[config.mk]
export PLATFORM = sky130hd
export DESIGN_NAME = jtag_tap_ctrl
export DESIGN_NICKNAME = d
export VERILOG_FILES = /design/src/rtl/jtag_pkg.sv /design/src/rtl/jtag_tap_fsm.sv /design/src/rtl/jtag_tap_ctrl.sv
export SDC_FILE = /design/constraint.sdc
export NUM_CORES = 1
export LEC_CHECK = 0
export BUFFER_PORTS_ARGS = -buffer_cell sky130_fd_sc_hd__buf_2
export CORE_MARGIN = 8
export CORE_UTILIZATION = 40
export CTS_BUF_LIST = sky130_fd_sc_hd__clkbuf_16
export DETAILED_ROUTE_END_ITERATION = 10
export PLACE_DENSITY = 0.63
export SLEW_MARGIN = 20
export SYNTH_ARGS = -nofsm -noshare
export SYNTH_HDL_FRONTEND = slang
export SYNTH_SLANG_ARGS = --single-unit
[constraint.sdc]
create_clock -name tck -period 1.99 [get_ports tck]
set_input_delay 0.199 -clock tck [delete_from_list [all_inputs] [get_ports tck]]
set_output_delay 0.199 -clock tck [all_outputs]
set_load 0.005 [all_outputs]
[src/rtl/jtag_pkg.sv]
// Shared definitions for the JTAG TAP controller: TAP state encoding,
// default instruction codes and the default IDCODE.
package jtag_pkg;

   localparam int unsigned TAP_STATE_BITS = 4;

   // Encoding follows the customary 1149.1 state numbering.
   typedef enum logic [TAP_STATE_BITS-1:0] {
      EXIT2_DR         = 4'h0,
      EXIT1_DR         = 4'h1,
      SHIFT_DR         = 4'h2,
      PAUSE_DR         = 4'h3,
      SELECT_IR        = 4'h4,
      UPDATE_DR        = 4'h5,
      CAPTURE_DR       = 4'h6,
      SELECT_DR        = 4'h7,
      EXIT2_IR         = 4'h8,
      EXIT1_IR         = 4'h9,
      SHIFT_IR         = 4'hA,
      PAUSE_IR         = 4'hB,
      RUN_TEST_IDLE    = 4'hC,
      UPDATE_IR        = 4'hD,
      CAPTURE_IR       = 4'hE,
      TEST_LOGIC_RESET = 4'hF
   } tap_state_e;

   localparam int unsigned DEF_IR_BITS        = 4;
   localparam logic [3:0]  DEF_IR_IDCODE      = 4'b0001;
   localparam logic [3:0]  DEF_IR_GPIO_DATA   = 4'b0010;
   localparam logic [3:0]  DEF_IR_GPIO_CONFIG = 4'b0011;
   localparam logic [3:0]  DEF_IR_BYPASS      = 4'b1111;
   localparam logic [31:0] DEF_IDCODE_VALUE   = 32'h1000_0001;

endpackage

[src/rtl/jtag_tap_fsm.sv]
// 16-state TAP state machine with Moore decode of the capture/shift/update
// states used by the controller and the GPIO scan chain.
module jtag_tap_fsm
   import jtag_pkg::*;
(
   input  logic tck,
   input  logic reset_,
   input  logic tms,
   output logic test_logic_reset,
   output logic capture_ir,
   output logic shift_ir,
   output logic update_ir,
   output logic capture_dr,
   output logic shift_dr,
   output logic update_dr
);

   tap_state_e state;
   tap_state_e state_nxt;

   always_ff @(posedge tck) begin
      if (!reset_) state <= TEST_LOGIC_RESET;
      else         state <= state_nxt;
   end

   // Next-state on tms and state decode strobes.
   always_comb begin
      state_nxt        = state;
      test_logic_reset = 1'b0;
      capture_ir       = 1'b0;
      shift_ir         = 1'b0;
      update_ir        = 1'b0;
      capture_dr       = 1'b0;
      shift_dr         = 1'b0;
      update_dr        = 1'b0;

      case (state)
         TEST_LOGIC_RESET: state_nxt = tms ? TEST_LOGIC_RESET : RUN_TEST_IDLE;
         RUN_TEST_IDLE:    state_nxt = tms ? SELECT_DR        : RUN_TEST_IDLE;
         SELECT_DR:        state_nxt = tms ? SELECT_IR        : CAPTURE_DR;
         CAPTURE_DR:       state_nxt = tms ? EXIT1_DR         : SHIFT_DR;
         SHIFT_DR:         state_nxt = tms ? EXIT1_DR         : SHIFT_DR;
         EXIT1_DR:         state_nxt = tms ? UPDATE_DR        : PAUSE_DR;
         PAUSE_DR:         state_nxt = tms ? EXIT2_DR         : PAUSE_DR;
         EXIT2_DR:         state_nxt = tms ? UPDATE_DR        : SHIFT_DR;
         UPDATE_DR:        state_nxt = tms ? SELECT_DR        : RUN_TEST_IDLE;
         SELECT_IR:        state_nxt = tms ? TEST_LOGIC_RESET : CAPTURE_IR;
         CAPTURE_IR:       state_nxt = tms ? EXIT1_IR         : SHIFT_IR;
         SHIFT_IR:         state_nxt = tms ? EXIT1_IR         : SHIFT_IR;
         EXIT1_IR:         state_nxt = tms ? UPDATE_IR        : PAUSE_IR;
         PAUSE_IR:         state_nxt = tms ? EXIT2_IR         : PAUSE_IR;
         EXIT2_IR:         state_nxt = tms ? UPDATE_IR        : SHIFT_IR;
         UPDATE_IR:        state_nxt = tms ? SELECT_DR        : RUN_TEST_IDLE;
         default:          state_nxt = TEST_LOGIC_RESET;
      endcase

      test_logic_reset = (state == TEST_LOGIC_RESET);
      capture_ir       = (state == CAPTURE_IR);
      shift_ir         = (state == SHIFT_IR);
      update_ir        = (state == UPDATE_IR);
      capture_dr       = (state == CAPTURE_DR);
      shift_dr         = (state == SHIFT_DR);
      update_dr        = (state == UPDATE_DR);
   end

endmodule

[src/rtl/jtag_tap_ctrl.sv]
// TAP controller for the GPIO scan chain: instruction register, IDCODE and
// BYPASS data registers, instruction decode and the tdo mux.
module jtag_tap_ctrl
   import jtag_pkg::*;
#(
   parameter int unsigned        IR_BITS        = DEF_IR_BITS,
   parameter logic [31:0]        IDCODE_VALUE   = DEF_IDCODE_VALUE,
   parameter logic [IR_BITS-1:0] IR_IDCODE      = IR_BITS'(DEF_IR_IDCODE),
   parameter logic [IR_BITS-1:0] IR_GPIO_DATA   = IR_BITS'(DEF_IR_GPIO_DATA),
   parameter logic [IR_BITS-1:0] IR_GPIO_CONFIG = IR_BITS'(DEF_IR_GPIO_CONFIG),
   parameter logic [IR_BITS-1:0] IR_BYPASS      = IR_BITS'(DEF_IR_BYPASS)
) (
   input  logic               tck,
   input  logic               reset_,
   input  logic               tms,
   input  logic               tdi,
   output logic               tdo,
   output logic               tdo_ena,
   output logic               capture_dr,
   output logic               shift_dr,
   output logic               update_dr,
   output logic               gpio_data_ir,
   output logic               gpio_config_ir,
   input  logic               gpios_tdo,
   output logic [IR_BITS-1:0] ir_value
);

   logic               test_logic_reset;
   logic               capture_ir;
   logic               shift_ir;
   logic               update_ir;

   logic [IR_BITS-1:0] ir;
   logic [IR_BITS-1:0] ir_shift;
   logic [31:0]        idcode_sr;
   logic               bypass_reg;

   logic               sel_idcode;
   logic               sel_gpio;

   jtag_tap_fsm u_fsm (
      .tck              (tck),
      .reset_           (reset_),
      .tms              (tms),
      .test_logic_reset (test_logic_reset),
      .capture_ir       (capture_ir),
      .shift_ir         (shift_ir),
      .update_ir        (update_ir),
      .capture_dr       (capture_dr),
      .shift_dr         (shift_dr),
      .update_dr        (update_dr)
   );

   // Instruction register and its shift stage.
   always_ff @(posedge tck) begin
      if (!reset_) begin
         ir       <= IR_IDCODE;
         ir_shift <= '0;
      end else begin
         if (test_logic_reset) ir <= IR_IDCODE;
         else if (update_ir)   ir <= ir_shift;

         if (capture_ir)    ir_shift <= IR_BITS'(1);
         else if (shift_ir) ir_shift <= {tdi, ir_shift[IR_BITS-1:1]};
      end
   end

   // IDCODE and BYPASS data registers; GPIO chains capture/shift themselves.
   always_ff @(posedge tck) begin
      if (!reset_) begin
         idcode_sr  <= IDCODE_VALUE;
         bypass_reg <= 1'b0;
      end else begin
         if (sel_idcode) begin
            if (capture_dr)    idcode_sr <= IDCODE_VALUE;
            else if (shift_dr) idcode_sr <= {tdi, idcode_sr[31:1]};
         end
         if (!sel_idcode && !sel_gpio) begin
            if (capture_dr)    bypass_reg <= 1'b0;
            else if (shift_dr) bypass_reg <= tdi;
         end
      end
   end

   // Decode depends only on the IR; unknown codes fall through to BYPASS.
   always_comb begin
      sel_idcode     = (ir == IR_IDCODE);
      gpio_data_ir   = (ir == IR_GPIO_DATA);
      gpio_config_ir = (ir == IR_GPIO_CONFIG);
      sel_gpio       = gpio_data_ir || gpio_config_ir;
      ir_value       = ir;
      tdo_ena        = shift_ir || shift_dr;
   end

   always_comb begin
      tdo = 1'b0;
      if (shift_ir)        tdo = ir_shift[0];
      else if (shift_dr) begin
         if (sel_gpio)        tdo = gpios_tdo;
         else if (sel_idcode) tdo = idcode_sr[0];
         else                 tdo = bypass_reg;
      end
   end

endmodule

==> out/qor.csv, run 1 <==
stage,metric,value,unit
clock_network,clk_latency,0.28,ns
die,initial_core_util,41.4,%
pwr,clkPwrFrac,41.7,%
placement,hpwl,2320,µm
logic_synthesis,synthCells,231,
pwr,power_density,801,mW/mm²
min_path,hp-class,in -> reg,
pwr,peakVddDrop,0.000732,V
die,rows,26,
pwr,power.leakage,0.809,nW
logic_synthesis,synth_common_cells,"dfxtp_1, nand2_1, nand3b_1",
pwr,p_sw_share,22.9,%
logic_synthesis,yosys.area.top_type_share,42.7,%
timing,tns,0,ns
final_layout,top_register,idcode_sr,
timing,slew_violations,0,
pwr,pwr-share-seq,50.1,%
final_layout,diodes,0,
placement,place_congestion,0.820,
worst_setup_path,crit_path_max_fanout,12,
logic_synthesis,ys_ff_latch,45,
worst_setup_path,critical_path.slowest_cell,dfxtp_1,
worst_setup_path,slowest_delay,0.58,ns
clock_network,cts_sinks,45,
worst_setup_path,worstPathCellList,and2_1 > a222oi_1 > nor3_1 > buf_2,
clock_network,clkTransAtPathRegs,0.06,ns
global_routing,antenna_found_initial,0,
final_layout,layout-drive-gt1-share,22.6,%
timing,rsz0062_at_grt,no,
timing,finalHoldViolCount,0,
timing,clock_skew,0.00409,ns
logic_synthesis,ys_warn_count,0,
die,die_h,88.7,µm
detailed_routing,post_drt_wl_per_cell,12.1,µm
detailed_routing,drt_iter0_markers,96,
detailed_routing,wirelength,3740,µm
final_layout,synthToLayoutAreaGrowth,11.1,%
final_layout,ff_latch_area,902,µm²
worst_setup_path,path_buf_inv,1,
clock_network,cts_tree,built,
global_routing,grt_max_degree,46,
die,die_area,0.00786,mm²
timing,min_period,1.82,ns
final_layout,nets,243,
logic_synthesis,async_flop_share,0,%
global_routing,grt-ovfl-total,0,
timing,relSlewSlack,58.2,%
worst_setup_path,cp-start-kind,flop,
global_routing,grt_pass1_wl,6530,µm
outcome,status,completed,
clock_network,clockBufferDepth,2,
pwr,combinationalPowerShare,8.2,%
clock_network,ctsHoldBuffers,0,
final_layout,multi_input_area,0.00108,mm²
worst_setup_path,cp.required,1.79,ns
timing,min_period_over_period,91.3,%
die,ios,16,
timing,max_freq,0.550,GHz
detailed_routing,ant_nets,0,
job,drv_cap,0,
die,design.core.area,0.00511,mm²
logic_synthesis,avgSynthCellArea,9.14,µm²
logic_synthesis,ys_seq_area_share,42.7,%
logic_synthesis,synth_cell_types,34,
clock_network,htree_levels,2,
die,die_width,88.7,µm
detailed_routing,drc,0,
pwr,power.internal,1.45,mW
logic_synthesis,synthesis.nets,236,
placement,io_buffers,15,
worst_setup_path,cp.arrival,1.62,ns
global_routing,globalRouteTotalUtil,10.3,%
logic_synthesis,yosys-top-cells-area,"dfxtp_1, a21boi_2, nand3b_1",
logic_synthesis,synth_edf_count,0,
worst_setup_path,endpoint_kind,primary output,
timing,tightest_slew,0.628,ns
worst_setup_path,crit_type,reg -> out,
global_routing,first_global_vias,1451,
clock_network,cts_inserted_buffers,5,
placement,dp_slack,0.384,ns
worst_setup_path,cp_top_family,flip-flops,
detailed_routing,vias_per_cell,5.08,
final_layout,largest_register_ff_count,32,
logic_synthesis,synth_top_area_cell,dfxtp_1,
timing,setup_violations,0,
logic_synthesis,netlist_area,0.00211,mm²
final_layout,fill_cells,523,
clock_network,root_buffer,clkbuf_16,
pwr,p_switching,431,µW
detailed_routing,dr.pass1.iters,4,
timing,setup_ws,0.173,ns
detailed_routing,via_count,1569,
logic_synthesis,synthFlopType,dfxtp_1,
[final timing paths]
path	from	endpoint	slack, ns	depth (start not counted)
setup / recovery	u_fsm.state[3]	tdo	0.17	4
hold / removal	tms	u_fsm.state[0]	0.23	3
hold reg to reg	idcode_sr[31]	idcode_sr[31]	0.45	2
setup reg to reg	u_fsm.state[3]	idcode_sr[6]	0.44	5
[cell type report]
cell class | instances | area share [%]
Clock buffer | 5 | 5.33
Clock inverter | 3 | 0.747
Inverter | 2 | 0.320
Multi-Input combinational cell | 164 | 46.1
Sequential cell | 45 | 38.5
Tap cell | 70 | 3.73
Timing Repair Buffer | 20 | 5.33
[worst register-to-register path, stage by stage, from the launching register on]
cell      delay (ns)
dfxtp_1         0.44
nor3b_4         0.30
and4b_1         0.28
buf_12          0.19
nand3b_1        0.13
a21boi_2        0.15
[through the flow]
stage	cells	instance area (µm²)	utilization [%]	total power, mW	hold WS, ns
2_1_floorplan	231	2110	-	1.08	0.323
3_3_place_gp	301	2200	43.1	1.11	0.443
3_5_place_dp	301	2200	43.1	1.11	0.448
4_1_cts	309	2340	45.9	1.90	0.223
5_1_grt	309	2350	45.9	1.97	0.256
6_report	309	2350	45.9	1.88	0.233
[cells by family after synthesis]
group	count (synthesis)	share of synthesized area, %
multiplexers	2	0.948
AO/OA/AOI/OAI	53	21.7
flip-flops	45	42.7
AND/OR/NAND/NOR	109	28.6
buffers and inverters	22	6.16
[layer usage]
metal  global-route usage (%)  vias to the layer above  wire [µm]
met2                     16.2                       21       1660
met4                     4.15                        0         44
li1                         -                      806          -
met1                     13.1                      740       1960
met3                     2.51                        2         76
met5                        0                        -          0
[layout by cell type (no fill, tap or decap)]
master	netlist	final
nand2_1	45	45
dfxtp_1	45	44
nand3b_1	31	31
a21boi_2	24	24
buf_2	2	15
nor3_1	7	7
nor2_1	7	7
nor2b_1	6	6
a21oi_1	6	6
o21ai_0	5	5
a21boi_0	5	5
clkbuf_16	0	5
nor3b_1	4	4
a21boi_1	4	4
buf_4	1	4
inv_1	2	2
and2_1	2	2
nand3_1	2	2
a31oi_1	2	2
o21ai_1	2	2
mux2i_1	2	2
clkinv_2	0	2
nor3b_4	1	1
nand2b_1	1	1
and3_1	1	1
a222oi_1	1	1
nand4b_1	1	1
and4b_1	1	1
o22a_1	1	1
o211ai_1	1	1
o311ai_0	1	1
o31ai_1	1	1
clkinvlp_4	0	1
buf_12	0	1
dfxtp_2	0	1
[timing repair]
action                                  4_1_cts  5_1_grt
resized for setup                             0        1
endpoints found under the setup margin        0        1
setup buffers                                 0        0
[power groups by stage]
stage	sequential, mW	clock, mW	combinational (mW)
after floorplan	0.942	0	0.140
final	0.941	0.784	0.154
after detailed placement	0.959	0	0.154
after global routing	0.944	0.858	0.171
after CTS	0.939	0.811	0.155
after global placement	0.960	0	0.155
Power figures use the tool's default switching activity.
==> run 2, diff against run 1 <==
- RECOVER_POWER: unset -> 100
==> run 2 against run 1 <==
Core utilization is 1.1 points lower. Setup slack worse by 0.0023 ns. Worst hold slack worse by 0.0050 ns. Non-clock buffer count stayed put. First-iteration DRC count is 3.1% higher. Via count is 1.0% lower. Register-to-register slack worse by 0.22 ns. Die area stayed put. Sequential share of layout area is 0.95 points higher. Highest routed layer unchanged.
==> out/qor.csv, run 2 (synthesized netlist as in run 1, its figures left out) <==
stage,metric,value,unit
detailed_routing,dr.pass1.iters,4,
final_layout,fin_cells,309,
timing,clock_skew,0.00406,ns
min_path,whs_endpoint,u_fsm.state[0],
clock_network,ctsHoldBuffers,0,
timing,min_period,1.82,ns
final_layout,layout_commonest_cell,nand2_1,
clock_network,clkTransAtPathRegs,0.06,ns
min_path,hp-class,in -> reg,
die,initial_core_util,41.4,%
detailed_routing,wirelength,3730,µm
die,design.core.area,0.00511,mm²
timing,slew_violations,0,
clock_network,clockBufferDepth,2,
worst_setup_path,reg2reg_to,idcode_sr[6],
clock_network,cts_tree,built,
detailed_routing,ant_nets,0,
detailed_routing,vias_per_cell,5.03,
final_layout,diodes,0,
worst_setup_path,rr_startpoint,u_fsm.state[0],
placement,hpwl,2320,µm
detailed_routing,drc,0,
worst_setup_path,cp.arrival,1.62,ns
detailed_routing,drt_iter0_markers,99,
worst_setup_path,crit_type,reg -> out,
final_layout,largest_register_ff_count,32,
placement,place_congestion,0.820,
final_layout,final_cell_mix,"nand2_1, dfxtp_1, nand3b_1, a21boi_2, a21boi_0",
job,drv_cap,0,
placement,dp_cells,301,
worst_setup_path,ff2ff_path_depth,6,
global_routing,antenna_found_initial,0,
worst_setup_path,cp-start-kind,flop,
die,die_width,88.7,µm
global_routing,grt-ovfl-total,0,
outcome,status,completed,
final_layout,nets,243,
global_routing,globalRouteTotalUtil,10.3,%
timing,tns,0,ns
timing,max_freq,0.550,GHz
placement,io_buffers,15,
final_layout,multi_input_area,0.00105,mm²
worst_setup_path,cp.required,1.79,ns
die,rows,26,
worst_setup_path,crit_path_max_fanout,10,
final_layout,top_register,idcode_sr,
die,die_area,0.00786,mm²
final_layout,layout-drive-gt1-share,15.5,%
global_routing,grt_max_degree,46,
detailed_routing,via_count,1553,
detailed_routing,post_drt_wl_per_cell,12.1,µm
timing,min_period_over_period,91.4,%
timing,finalHoldViolCount,0,
global_routing,first_global_vias,1451,
final_layout,synthToLayoutAreaGrowth,8.41,%
die,ios,16,
min_path,worstHoldPathCells,3,
worst_setup_path,r2r_slack,0.22,ns
clock_network,cts_sinks,45,
clock_network,root_buffer,clkbuf_16,
clock_network,htree_levels,2,
clock_network,post_cts_buffers,0,
pwr,peakVddDrop,0.000732,V
global_routing,grt_pass1_wl,6530,µm
clock_network,clk_latency,0.28,ns
timing,rsz0062_at_grt,no,
final_layout,fill_cells,537,
timing,tightest_slew,0.638,ns
pwr,power_density,817,mW/mm²
min_path,hold_path.startpoint,tms,
worst_setup_path,endpoint_kind,primary output,
timing,setup_violations,0,
pwr,power.leakage,0.761,nW
timing,relSlewSlack,57.5,%
clock_network,cts_inserted_buffers,5,
final_layout,ff_latch_area,902,µm²
die,die_h,88.7,µm
## run 2: cell count changes in the layout (fill, tap and decap cells not counted), sizes merged
cell and delta:
buf -11, clkbuf +11
## run 2: layout make-up
cell class / instances / area share [%]
Tap cell: 70 / 3.83
Clock inverter: 3 / 0.765
Timing Repair Buffer: 20 / 4.15
Clock buffer: 5 / 5.46
Multi-Input combinational cell: 164 / 46.1
Sequential cell: 45 / 39.4
Inverter: 2 / 0.328
## run 2: worst max path at each step
| stage | from | endpoint | slack [ns] | depth (start not counted) |
|---|---|---|---|---|
| after floorplan | u_fsm.state[1] | tdo | 0.53 | 6 |
| after global placement | u_fsm.state[1] | tdo | 0.43 | 5 |
| after detailed placement | u_fsm.state[1] | tdo | 0.38 | 5 |
| after CTS | u_fsm.state[1] | tdo | 0.08 | 5 |
| after global routing | u_fsm.state[0] | idcode_sr[12] | 0.04 | 6 |
| final | u_fsm.state[1] | tdo | 0.17 | 5 |
## run 2: metrics by stage
step           setup WS (ns)  hold WS (ns)  instance area [µm²]  total power [mW]  utilization [%]
2_1_floorplan          0.529         0.323                 2110              1.08                -
4_1_cts               0.0755         0.223                 2340              1.90             45.9
3_5_place_dp           0.384         0.448                 2200              1.11             43.1
6_report               0.171         0.228                 2290              1.87             44.8
5_1_grt               0.0367         0.256                 2290              1.97             44.8
3_3_place_gp           0.429         0.443                 2200              1.11             43.1
## run 2: where the power goes
group / internal, mW / switching, mW / total, mW
sequential: 0.914 / 0.0259 / 0.940
combinational: 0.0672 / 0.0802 / 0.147
clock: 0.460 / 0.323 / 0.783
## run 2: what timing repair did
action                                 CTS  global route
setup endpoints to repair                0             1
endpoints found under the hold margin    0             0
resized for setup                        0             1
## run 2: metal layers
layer / part of all wire (%) / vias up / track usage (%)
li1: - / 807 / -
met1: 52 / 722 / 13.1
met2: 43 / 22 / 16.2
met3: 3.0 / 2 / 2.51
met4: 1.2 / 0 / 4.15
met5: 0 / - / 0
## run 2: worst max-delay path: stages (launching register included)
cell and delay, ns:
dfxtp_2 0.42, nor2b_1 0.20, and2_1 0.26, a222oi_1 0.14, nor3_1 0.18, clkbuf_1 0.14
==> run 3, diff against run 2 <==
- CORE_UTILIZATION: 40 -> 45
- PLACE_DENSITY: 0.63 -> 0.69
==> run 3 against run 2 <==
Flip-flop and latch count unchanged. Die area decreased by 9.2%. Total power decreased by 0.73%. Via count increased by 0.58%. Core utilization increased by 3.8 points. Critical endpoint unchanged. Largest cell class unchanged. Largest power group unchanged.
==> out/qor.csv, run 3 (synthesized netlist as in run 1, its figures left out) <==
stage,metric,value,unit
outcome,status,completed,
worst_setup_path,worstPathCellList,nor2b_2 > and2_2 > a222oi_1 > nor3_1 > buf_2,
detailed_routing,via_count,1562,
detailed_routing,drc,0,
pwr,combinationalPowerShare,8.3,%
min_path,hp-class,in -> reg,
detailed_routing,dr.pass1.iters,4,
die,initial_core_util,45.6,%
clock_network,clkTransAtPathRegs,0.06,ns
pwr,power.internal,1.43,mW
die,die_width,84.5,µm
worst_setup_path,crit_type,reg -> out,
final_layout,synthToLayoutAreaGrowth,6.58,%
worst_setup_path,cp.arrival,1.69,ns
timing,clock_skew,0.00293,ns
clock_network,clk_latency,0.28,ns
global_routing,grt_max_degree,36,
pwr,power,1.86,mW
final_layout,final_cell_mix,"nand2_1, dfxtp_1, nand3b_1, a21boi_0, buf_2",
die,ios,16,
clock_network,cts_sinks,45,
clock_network,clockBufferDepth,2,
final_layout,fin_area,0.00225,mm²
pwr,pwr-share-seq,50.7,%
pwr,peakVddDrop,0.000482,V
clock_network,cts_inserted_buffers,5,
timing,min_period_over_period,94.9,%
die,design.core.area,0.00463,mm²
timing,min_period,1.89,ns
pwr,power.leakage,0.776,nW
job,drv_cap,0,
detailed_routing,post_drt_wl_per_cell,13.2,µm
worst_setup_path,slowest_delay,0.37,ns
pwr,p_switching,423,µW
final_layout,fill_cells,483,
final_layout,diodes,0,
placement,dp_cells,287,
timing,relSlewSlack,62.5,%
placement,place_congestion,0.799,
global_routing,antenna_found_initial,0,
clock_network,htree_levels,2,
die,rows,25,
final_layout,nets,245,
final_layout,fin_cells,294,
timing,setup_violations,0,
die,die_h,84.5,µm
detailed_routing,vias_per_cell,5.31,
placement,io_buffers,15,
timing,max_freq,0.530,GHz
timing,tns,0,ns
pwr,power_density,825,mW/mm²
worst_setup_path,cp-start-kind,flop,
final_layout,layout-drive-gt1-share,14.2,%
final_layout,layout_commonest_cell,nand2_1,
clock_network,post_cts_buffers,0,
global_routing,grt-ovfl-total,0,
pwr,clkPwrFrac,41.0,%
clock_network,root_buffer,clkbuf_16,
pwr,p_sw_share,22.8,%
worst_setup_path,crit_path_max_fanout,10,
final_layout,largest_register_ff_count,32,
worst_setup_path,r2r_slack,0.25,ns
worst_setup_path,endpoint_kind,primary output,
global_routing,grt_pass1_wl,7000,µm
placement,placed_cell_area,0.00218,mm²
placement,hpwl,2390,µm
timing,tightest_slew,0.562,ns
final_layout,top_register,idcode_sr,
final_layout,post-route-util,48.6,%
timing,rsz0062_at_grt,no,
global_routing,globalRouteTotalUtil,11.9,%
worst_setup_path,cp.required,1.79,ns
global_routing,first_global_vias,1567,
detailed_routing,wirelength,3890,µm
timing,slew_violations,0,
timing,finalHoldViolCount,0,
clock_network,cts_tree,built,
die,die_area,0.00714,mm²
detailed_routing,drt_iter0_markers,126,
worst_setup_path,critical_path.slowest_cell,dfxtp_2,
detailed_routing,ant_nets,0,
-- run 3: worst max-delay path, delay by kind of cell (launching register included) --
kind	cells	cell delay [ns]
compound gates	1	0.36
simple gates	3	0.53
buf+inv	1	0.14
flops	1	0.37
-- run 3: path summary, 6_finish.rpt --
kind,start,to,cells past startpoint
worst max-delay path,u_fsm.state[1],tdo,5
worst min-delay path,reset_,u_fsm.state[3],2
worst min register to register,idcode_sr[31],idcode_sr[31],2
worst max register to register,u_fsm.state[0],idcode_sr[16],6
-- run 3: metrics by stage --
step | setup slack (ns) | hold slack (ns)
floorplan | 0.529 | 0.323
global placement | 0.230 | 0.439
detailed placement | 0.285 | 0.448
CTS | 0.0204 | 0.181
global route | 0.0129 | 0.202
finish | 0.102 | 0.183
-- run 3: per-layer routing --
| layer | global-route usage [%] | up-vias | part of all wire, % |
|---|---|---|---|
| met2 | 19.0 | 20 | 45 |
| met3 | 3.51 | 7 | 4.1 |
| li1 | - | 809 | - |
| met4 | 6.80 | 0 | 2.3 |
| met1 | 13.8 | 726 | 48 |
| met5 | 0 | - | 0 |
-- run 3: layout make-up --
cell class,instances,area (µm²),share of cell area [%]
Timing Repair Buffer,22,115,5.11
Clock inverter,2,7.51,0.334
Clock buffer,5,125,5.56
Multi-Input combinational cell,164,1020,45.5
Inverter,2,7.51,0.334
Tap cell,54,67.6,3.00
Sequential cell,45,903,40.1
-- run 3: power by group through the flow --
stage               registers, mW  clock network [mW]  logic (mW)
global route                0.944               0.815       0.171
detailed placement          0.959                   0       0.156
global placement            0.959                   0       0.156
finish                      0.941               0.762       0.153
floorplan                   0.942                   0       0.140
CTS                         0.940               0.785       0.157
-- run 3: repair_timing --
action                                 CTS  global route
resized for setup                        1             3
pin swaps                                0             1
hold buffers                             0             0
setup endpoints to repair                1             1
endpoints found under the hold margin    0             0
